## src/rtl/fifo_share_ctrl.sv

```systemverilog
// Shares one synchronous block-RAM FIFO primitive between N round-robin writers and
// presents its non-FWFT read port as a valid/ready stream through a 2-entry skid buffer.
module fifo_share_ctrl #(
  parameter int N        = 4,
  parameter int W        = 9,
  parameter int DEPTH    = 2048,
  parameter int RST_CYC  = 5,
  parameter int WAIT_CYC = 5
) (
  input  logic                         clk,
  input  logic                         rstn,
  input  logic                         flush,
  input  logic [N-1:0]                 req_valid,
  input  logic [N*W-1:0]               req_data,
  output logic [N-1:0]                 req_ready,
  output logic                         out_valid,
  output logic [W-1:0]                 out_data,
  input  logic                         out_ready,
  output logic                         fifo_rst,
  output logic [W-1:0]                 fifo_din,
  output logic                         fifo_wr_en,
  output logic                         fifo_rd_en,
  input  logic [W-1:0]                 fifo_dout,
  input  logic                         fifo_empty,
  input  logic                         fifo_wrerr,
  input  logic                         fifo_rderr,
  output logic                         busy,
  output logic [$clog2(DEPTH+1)-1:0]   occupancy,
  output logic                         err
);

  localparam int OCC_W   = $clog2(DEPTH + 1);
  localparam int PTR_W   = (N > 1) ? $clog2(N) : 1;
  localparam int CYC_MAX = (RST_CYC > WAIT_CYC) ? RST_CYC : WAIT_CYC;
  localparam int CNT_W   = (CYC_MAX > 1) ? $clog2(CYC_MAX) : 1;

  typedef enum logic [1:0] {
    ST_RST_ASSERT = 2'd0,
    ST_WAIT       = 2'd1,
    ST_RUN        = 2'd2
  } state_t;

  state_t           r_state;
  state_t           w_state_nxt;
  logic [CNT_W-1:0] r_cnt;
  logic [CNT_W-1:0] w_cnt_nxt;

  logic [PTR_W-1:0] r_ptr;
  logic [PTR_W-1:0] w_gnt_idx;
  logic [PTR_W-1:0] w_cand;
  logic             w_gnt_any;
  logic [N-1:0]     w_grant;
  logic             w_run;
  logic             w_space;

  logic [OCC_W-1:0] r_occ;
  logic             r_vld_p1;
  logic             w_rd_en;
  logic             w_pop;
  logic [2:0]       w_skid_lvl;
  logic [W-1:0]     r_skid_mem [2];
  logic             r_skid_wp;
  logic             r_skid_rp;
  logic [1:0]       r_skid_cnt;
  logic             r_err;

  // Modulo-N add for the round-robin pointer; off is at most N.
  function automatic logic [PTR_W-1:0] f_ptr_add(input logic [PTR_W-1:0] base, input int off);
    logic [PTR_W:0] sum;
    sum = {1'b0, base} + (PTR_W+1)'(off);
    if (sum >= (PTR_W+1)'(N)) sum = sum - (PTR_W+1)'(N);
    return sum[PTR_W-1:0];
  endfunction

  always_comb begin
    w_state_nxt = r_state;
    w_cnt_nxt   = r_cnt;
    unique case (r_state)
      ST_RST_ASSERT: begin
        if (r_cnt == CNT_W'(RST_CYC - 1)) begin
          w_state_nxt = ST_WAIT;
          w_cnt_nxt   = '0;
        end else begin
          w_cnt_nxt = r_cnt + 1'b1;
        end
      end
      ST_WAIT: begin
        if (r_cnt == CNT_W'(WAIT_CYC - 1)) begin
          w_state_nxt = ST_RUN;
          w_cnt_nxt   = '0;
        end else begin
          w_cnt_nxt = r_cnt + 1'b1;
        end
      end
      default: w_cnt_nxt = '0;
    endcase
  end

  always_ff @(posedge clk) begin
    if (!rstn || flush) begin
      r_state <= ST_RST_ASSERT;
      r_cnt   <= '0;
    end else begin
      r_state <= w_state_nxt;
      r_cnt   <= w_cnt_nxt;
    end
  end

  assign w_run    = (r_state == ST_RUN);
  assign fifo_rst = (r_state == ST_RST_ASSERT);
  assign busy     = !w_run;
  assign w_space  = (r_occ < OCC_W'(DEPTH));

  always_comb begin
    w_gnt_any = 1'b0;
    w_gnt_idx = '0;
    w_grant   = '0;
    w_cand    = '0;
    for (int k = 0; k < N; k++) begin
      w_cand = f_ptr_add(r_ptr, k);
      if (!w_gnt_any && w_run && w_space && req_valid[w_cand]) begin
        w_gnt_any = 1'b1;
        w_gnt_idx = w_cand;
      end
    end
    if (w_gnt_any) w_grant[w_gnt_idx] = 1'b1;
  end

  assign req_ready  = w_grant;
  assign fifo_wr_en = w_gnt_any;
  assign fifo_din   = req_data[int'(w_gnt_idx)*W +: W];

  // Stage p0: issue a read only if the skid can absorb it once this cycle's pop is counted.
  assign out_valid  = (r_skid_cnt != 2'd0);
  assign out_data   = r_skid_mem[r_skid_rp];
  assign w_pop      = out_valid && out_ready;
  assign w_skid_lvl = {1'b0, r_skid_cnt} - {2'b00, w_pop} + {2'b00, r_vld_p1};
  assign w_rd_en    = w_run && !fifo_empty && (r_occ != '0) && (w_skid_lvl < 3'd2);
  assign fifo_rd_en = w_rd_en;

  always_ff @(posedge clk) begin
    if (!rstn || flush) begin
      r_ptr      <= '0;
      r_occ      <= '0;
      r_vld_p1   <= 1'b0;
      r_skid_wp  <= 1'b0;
      r_skid_rp  <= 1'b0;
      r_skid_cnt <= 2'd0;
      r_err      <= 1'b0;
    end else begin
      r_vld_p1 <= w_rd_en;
      if (w_gnt_any) r_ptr <= f_ptr_add(w_gnt_idx, 1);
      if (w_gnt_any && !w_rd_en)      r_occ <= r_occ + 1'b1;
      else if (!w_gnt_any && w_rd_en) r_occ <= r_occ - 1'b1;
      if (r_vld_p1) r_skid_wp <= !r_skid_wp;
      if (w_pop)    r_skid_rp <= !r_skid_rp;
      r_skid_cnt <= r_skid_cnt + {1'b0, r_vld_p1} - {1'b0, w_pop};
      if (w_run && (fifo_wrerr || fifo_rderr)) r_err <= 1'b1;
    end
  end

  // Stage p1: primitive read data is valid now and lands in the skid buffer.
  always_ff @(posedge clk) begin
    if (r_vld_p1) r_skid_mem[r_skid_wp] <= fifo_dout;
  end

  assign occupancy = r_occ;
  assign err       = r_err;

endmodule
```

## config.mk

```make
export PLATFORM = sky130hd
export DESIGN_NAME = fifo_share_ctrl
export DESIGN_NICKNAME = d
export VERILOG_FILES = /design/src/rtl/fifo_share_ctrl.sv
export SDC_FILE = /design/constraint.sdc
export NUM_CORES = 1
export LEC_CHECK = 0
export BUFFER_PORTS_ARGS = -buffer_cell sky130_fd_sc_hd__buf_2
export CORE_MARGIN = 2
export CORE_UTILIZATION = 40
export CTS_CLUSTER_DIAMETER = 120
export DETAILED_ROUTE_END_ITERATION = 8
export PLACE_DENSITY_LB_ADDON = 0.1
export SLEW_MARGIN = 10
export SYNTH_ARGS = -nofsm -noshare
export SYNTH_HDL_FRONTEND = slang
export SYNTH_SLANG_ARGS = --single-unit
```

## constraint.sdc

```tcl
create_clock -name clk -period 4 [get_ports clk]
set_input_delay 0.8 -clock clk [delete_from_list [all_inputs] [get_ports clk]]
set_output_delay 0.8 -clock clk [all_outputs]
set_load 0.03 [all_outputs]
```

==> results of run 1 <==
where the power goes:
part	total, mW	switching, mW	internal (mW)	leakage, nW
logic	0.0705	0.0377	0.0327	1.28
clock network	0.353	0.165	0.188	0.0548
registers	0.467	0.000617	0.467	0.372
total	0.891	0.203	0.688	1.71
final timing paths:
path,start,endpoint,slack [ns],depth (start not counted)
worst min-delay path,err$_SDFFE_PP0P_,err$_SDFFE_PP0P_,0.50,2
worst min register to register,err$_SDFFE_PP0P_,err$_SDFFE_PP0P_,0.50,2
worst max-delay path,out_ready,occupancy[8]$_SDFFE_PP0P_,0.13,18
worst max register to register,r_skid_cnt[0]$_SDFF_PP0_,occupancy[8]$_SDFFE_PP0P_,0.16,18
logic make-up after synthesis:
group | count (synthesis)
buffers and inverters | 26
xor gates and xnor gates | 11
AOI/OAI and AO/OA | 65
and+or+nand+nor | 117
adders and majority gates | 22
muxes | 12
DFF | 44
through the flow:
step	power (mW)	cells	hold WS [ns]	instance area, µm²	worst slack (ns)
floorplan	0.5100	297	0.4792	2834	0.01765
global placement	0.5459	491	0.4684	3591	-0.1705
detailed placement	0.5483	491	0.4752	3591	-0.2048
CTS	0.9022	499	0.4979	3706	0.002406
global route	0.9275	501	0.5415	3836	-0.05657
finish	0.8909	501	0.4970	3836	0.1264
final cells by class:
cell class	count	area (µm²)
multi-input combinational	227	1762
timing repair buffer	127	728.2
clock buffer	5	68.82
tap	80	100.1
inverter	15	68.82
fill	614	2883
clock inverter	3	46.29
sequential	44	1062
metal layers:
metal	global-route usage [%]	vias up
li1	-	1302
met1	22.73	1203
met2	31.92	78
met3	3.602	6
met4	3.409	0
met5	0	-
worst min-delay path, stage by stage (launching register included):
cell     delay [ns]
dfxtp_1        0.34
nor2_1         0.05
nor2_1         0.07
sequential cells by signal (all words and copies together), names as in the netlist, named ones only:
signal and cells:
r_skid_mem 18, occupancy 12, r_cnt 3, r_ptr 2, r_skid_cnt 2, r_state 2
err 1, r_skid_rp 1, r_skid_wp 1, r_vld_p1 1
cell usage in the layout (no fill, tap or decap), types with 10 or more instances in the layout:
cell type,instances
a31oi_1,13
buf_2,95
inv_1,11
and2_1,18
nor2_1,34
edfxtp_1,18
buf_4,31
nand2_1,29
a21oi_1,16
a211oi_2,10
ha_4,10
dfxtp_1,25
what timing repair did:
action,4_1_cts,5_1_grt
buffers inserted,0,2
gates resized for setup,0,19
hold buffers,0,0
setup endpoints to repair,0,7
==> impl_metrics.env, run 1 <==
export IMPL_tns_ns=0
export IMPL_fin_skew_ns=0.003494
export IMPL_crit_fanout=3
export IMPL_cp_cell_sequence="buf_2 > and2_4 > ha_4 > inv_1 > ha_2 > inv_2 > fa_2 > xor2_2 > nor4b_4 > nand2_2 > ha_4 > fa_1 > nand3b_1 > a21oi_1 > nor2_2 > o21ai_0 > nor2_1 > o41ai_1"
export IMPL_critPathBufInv=3
export IMPL_dieArea_um2=7574
export IMPL_antenna_found_initial=0
export IMPL_p_per_area_nw_per_um2=232.2
export IMPL_synth_edf_count=18
export IMPL_synthTopCellsByArea="edfxtp_1 20%, dfxtp_1 19%, ha_1 9.1%"
export IMPL_final_util_pct=57.10
export IMPL_met1Wirelength_um=3105
export IMPL_fmax_ghz=0.2582
export IMPL_h_tree_depth=2
export IMPL_core_area_um2=6719
export IMPL_drtIter0Drc=66
export IMPL_period_needed_ns=3.874
export IMPL_arrival_ns=4.06
export IMPL_cts_buffers=5
export IMPL_place_congestion=0.8865
export IMPL_cap_violations=0
export IMPL_portBuffers=95
export IMPL_power_leakage_nw=1.711
export IMPL_synth_simple_area_share_pct=21.60
export IMPL_ys_flop_type="dfxtp_1"
export IMPL_antenna_cells=0
export IMPL_crit_top_cell="ha_4"
export IMPL_synth_top_family_by_area="simple AND/OR/NAND/NOR gates"
export IMPL_io_pins=96
export IMPL_areaGrowthSynthToFinish_pct=39.11
export IMPL_num_vias=2589
export IMPL_start_util_pct=41.04
export IMPL_syn_area_per_cell_um2=9.285
export IMPL_hold_viol=0
export IMPL_drc=0
export IMPL_drt_wirelength_per_cell_um=13.84
export IMPL_cts_num_sinks=44
export IMPL_synth_xor_area_share_pct=3.494
export IMPL_row_count=30
export IMPL_routed_wl_um=6934
export IMPL_tightest_slew_ns=1.038
export IMPL_critical_path_class="in -> reg"
export IMPL_hold_path_class="reg -> reg"
export IMPL_final_nets=498
export IMPL_ys_ff_latch=44
export IMPL_drive_above_1_share_pct=43.94
export IMPL_place_hpwl_um=5169
export IMPL_syn_area_um2=2758
export IMPL_period_share_pct=96.84
export IMPL_clk_latency_ns=0.30
export IMPL_grt_pass1_vias=2439
export IMPL_postRouteAntennaNets=0
export IMPL_clkSlewWorstSetupHoldPaths_ns=0.09
export IMPL_wl_met2_um=3398
export IMPL_synth_cells=297
export IMPL_synth_most_common_cell="nor2_1"
export IMPL_grt_overflow_total=0
export IMPL_vias_per_cell=5.168
export IMPL_die_x_um=87.03
export IMPL_fp_dieH_um=87.03
export IMPL_syn_nets=375
export IMPL_yosysWarnings=0
export IMPL_synth_compound_area_share_pct=17.06
export IMPL_cp_required_ns=4.18
export IMPL_grt_pass1_wl_um=10970
export IMPL_grt_usage_pct=18.00
export IMPL_ys_types=49
export IMPL_dr_max_layer_used="met4"
export IMPL_grt_max_degree=25
export IMPL_clock_path_buffers=2
export IMPL_crit_slowest_cell="fa_1"
export IMPL_async_flop_share_pct=0
export IMPL_synth_yosys_seq_area_share_pct=38.48
export IMPL_slew_violations=0
export IMPL_run_status="complete, no violations"
export IMPL_tritoncts="yes"
export IMPL_clock_root_buffer="clkbuf_8"
export IMPL_synthAdderAreaFrac_pct=10.53
export IMPL_cp_start_kind="input pin"
export IMPL_setup_violations_final=0
export IMPL_slew_headroom_pct=30.78
export IMPL_vdd_drop_max_mv=0.1893
export IMPL_dr_pass1_iters=4
export IMPL_synthTopCellsByCount="35 x nor2_1, 31 x nand2_1, 26 x dfxtp_1, 20 x ha_1, 19 x and2_1"
export IMPL_crit_path_end_kind="flip-flop"
export IMPL_yosysTopAreaCellShare_pct=19.60
export IMPL_crit_family="adder cells"
export IMPL_synth_mux_area_share_pct=4.764
export IMPL_yosys_area_top_type="edfxtp_1"
export IMPL_max_stage_delay_ns=0.40
export IMPL_dr_wl_met3_um=380
Power figures use the tool's default switching activity.
==> run 2: changes to the inputs <==
--- a/config.mk
+++ b/config.mk
@@ -10,7 +10,7 @@
 export CORE_UTILIZATION = 40
 export CTS_CLUSTER_DIAMETER = 120
 export DETAILED_ROUTE_END_ITERATION = 8
-export PLACE_DENSITY_LB_ADDON = 0.1
+export PLACE_DENSITY = 0.78
 export SLEW_MARGIN = 10
 export SYNTH_ARGS = -nofsm -noshare
 export SYNTH_HDL_FRONTEND = slang
==> run 2 against run 1 <==
Against the previous run: final area decreased by 2.3%; worst hold slack worse by 0.027 ns; via count is 1.8% lower; register-to-register slack worse by 0.02 ns; clock power shrank 21%; routed wire length is 3.0% lower; critical endpoint is now occupancy[11]$_SDFFE_PP0P_; highest routed layer unchanged.
==> impl_metrics.env, run 2 (synthesis results as in run 1) <==
export IMPL_critPathBufInv=5
export IMPL_tightest_slew_ns=1.021
export IMPL_die_x_um=87.03
export IMPL_core_area_um2=6719
export IMPL_hold_path_class="reg -> reg"
export IMPL_nFillCells=598
export IMPL_start_util_pct=41.04
export IMPL_arrival_ns=4.13
export IMPL_grt_overflow_total=0
export IMPL_fmax_ghz=0.2559
export IMPL_final_cell_mix="95 x buf_2, 34 x nor2_1, 30 x nand2_1"
export IMPL_drtIter0Drc=66
export IMPL_cap_violations=0
export IMPL_routed_wl_um=6723
export IMPL_setup_violations_final=0
export IMPL_antenna_cells=0
export IMPL_slew_headroom_pct=31.90
export IMPL_clock_root_buffer="clkbuf_8"
export IMPL_power_leakage_nw=1.679
export IMPL_fp_dieH_um=87.03
export IMPL_place_ws_ns=-0.3271
export IMPL_hold_viol=0
export IMPL_dieArea_um2=7574
export IMPL_grt_max_degree=25
export IMPL_drive_above_1_share_pct=42.41
export IMPL_cp_start_kind="input pin"
export IMPL_run_status="complete, no violations"
export IMPL_clk_latency_ns=0.30
export IMPL_p_per_area_nw_per_um2=217.8
export IMPL_dr_pass1_iters=4
export IMPL_vdd_drop_max_mv=0.1258
export IMPL_cp_required_ns=4.23
export IMPL_place_hpwl_um=4951
export IMPL_crit_fanout=5
export IMPL_tritoncts="yes"
export IMPL_areaGrowthSynthToFinish_pct=35.84
export IMPL_num_vias=2542
export IMPL_top_register="r_skid_mem"
export IMPL_portBuffers=95
export IMPL_place_congestion=0.7877
export IMPL_layout_setup_ws_ns=0.09201
export IMPL_critical_path_class="in -> reg"
export IMPL_cts_num_sinks=44
export IMPL_final_nets=492
export IMPL_vias_per_cell=5.135
export IMPL_period_needed_ns=3.908
export IMPL_crit_path_end_kind="flip-flop"
export IMPL_cp_cell_sequence="buf_2 > and2_4 > ha_4 > inv_1 > ha_2 > inv_2 > fa_2 > nor4b_4 > nand2_2 > ha_4 > clkinv_8 > ha_4 > a21o_1 > a21oi_1 > a2111o_1 > a211oi_2 > buf_4 > nor3_2 > nor3b_2"
export IMPL_grt_usage_pct=16.65
export IMPL_fin_skew_ns=0.006174
export IMPL_layout_commonest_cell="buf_2"
export IMPL_postRouteAntennaNets=0
export IMPL_largest_reg_flops=18
export IMPL_final_util_pct=55.75
export IMPL_grt_pass1_wl_um=10250
export IMPL_holdWs_ns=0.4696
export IMPL_crit_top_cell="ha_4"
export IMPL_max_stage_delay_ns=0.48
export IMPL_h_tree_depth=2
export IMPL_cts_buffers=5
export IMPL_antenna_found_initial=0
export IMPL_drt_wirelength_per_cell_um=13.58
export IMPL_slew_violations=0
export IMPL_clkSlewWorstSetupHoldPaths_ns=0.08
export IMPL_fin_area_um2=3746
export IMPL_crit_family="adder cells"
export IMPL_row_count=30
export IMPL_place_area_um2=3531
export IMPL_drc=0
export IMPL_crit_slowest_cell="a2111o_1"
export IMPL_io_pins=96
export IMPL_clock_path_buffers=2
export IMPL_grt_pass1_vias=2349
export IMPL_period_share_pct=97.70
==> run 2: layer usage <==
layer  routed length [µm]  vias up  GRT usage (%)
met5                    0        -              0
met4                   50        0          4.830
li1                     -     1293              -
met1                 2954     1209          19.69
met2                 3549       35          31.16
met3                  170        5          2.085
==> run 2: layout make-up <==
cell class / count / area, µm² / share of cell area, %
Multi-Input combinational cell: 227 / 1734 / 46.29
Sequential cell: 44 / 1062 / 28.36
Timing Repair Buffer: 120 / 688.2 / 18.37
Tap cell: 80 / 100.1 / 2.672
Clock buffer: 6 / 72.57 / 1.937
Inverter: 15 / 68.82 / 1.837
Clock inverter: 2 / 11.26 / 0.3006
Timing Repair inverter: 1 / 8.758 / 0.2338
==> run 2: per-stage QoR <==
stage	setup TNS (ns)	instances	total power, mW
after floorplan	0	297	0.5100
after global routing	-0.0004174	495	0.8454
after detailed placement	-1.219	483	0.5472
after CTS	0	492	0.8197
after global placement	-0.5234	483	0.5449
final	0	495	0.8159
==> run 2: worst paths after layout <==
kind	start	end	slack, ns	cells past startpoint
hold / removal	err$_SDFFE_PP0P_	err$_SDFFE_PP0P_	0.47	2
setup reg to reg	r_skid_cnt[0]$_SDFF_PP0_	occupancy[11]$_SDFFE_PP0P_	0.14	19
hold reg to reg	err$_SDFFE_PP0P_	err$_SDFFE_PP0P_	0.47	2
setup / recovery	out_ready	occupancy[11]$_SDFFE_PP0P_	0.09	19
==> run 2: report_power, final <==
part	internal, mW	total, mW	switching (mW)	leakage (nW)
clock	0.123	0.279	0.156	0.0455
sequential	0.467	0.467	0.000509	0.372
combinational	0.0328	0.0702	0.0374	1.26
total	0.622	0.816	0.194	1.68
==> run 2: timing repair <==
item,in CTS,in global routing
hold buffers,0,0
gates resized for setup,2,17
pin swaps,1,9
gates cloned,0,1
setup buffers,1,2
endpoints found under the setup margin,2,5
==> run 2: worst min-delay path, stage by stage (launching register included) <==
cell and delay [ns]:
dfxtp_1 0.33, nor2_1 0.05, nor2_1 0.07
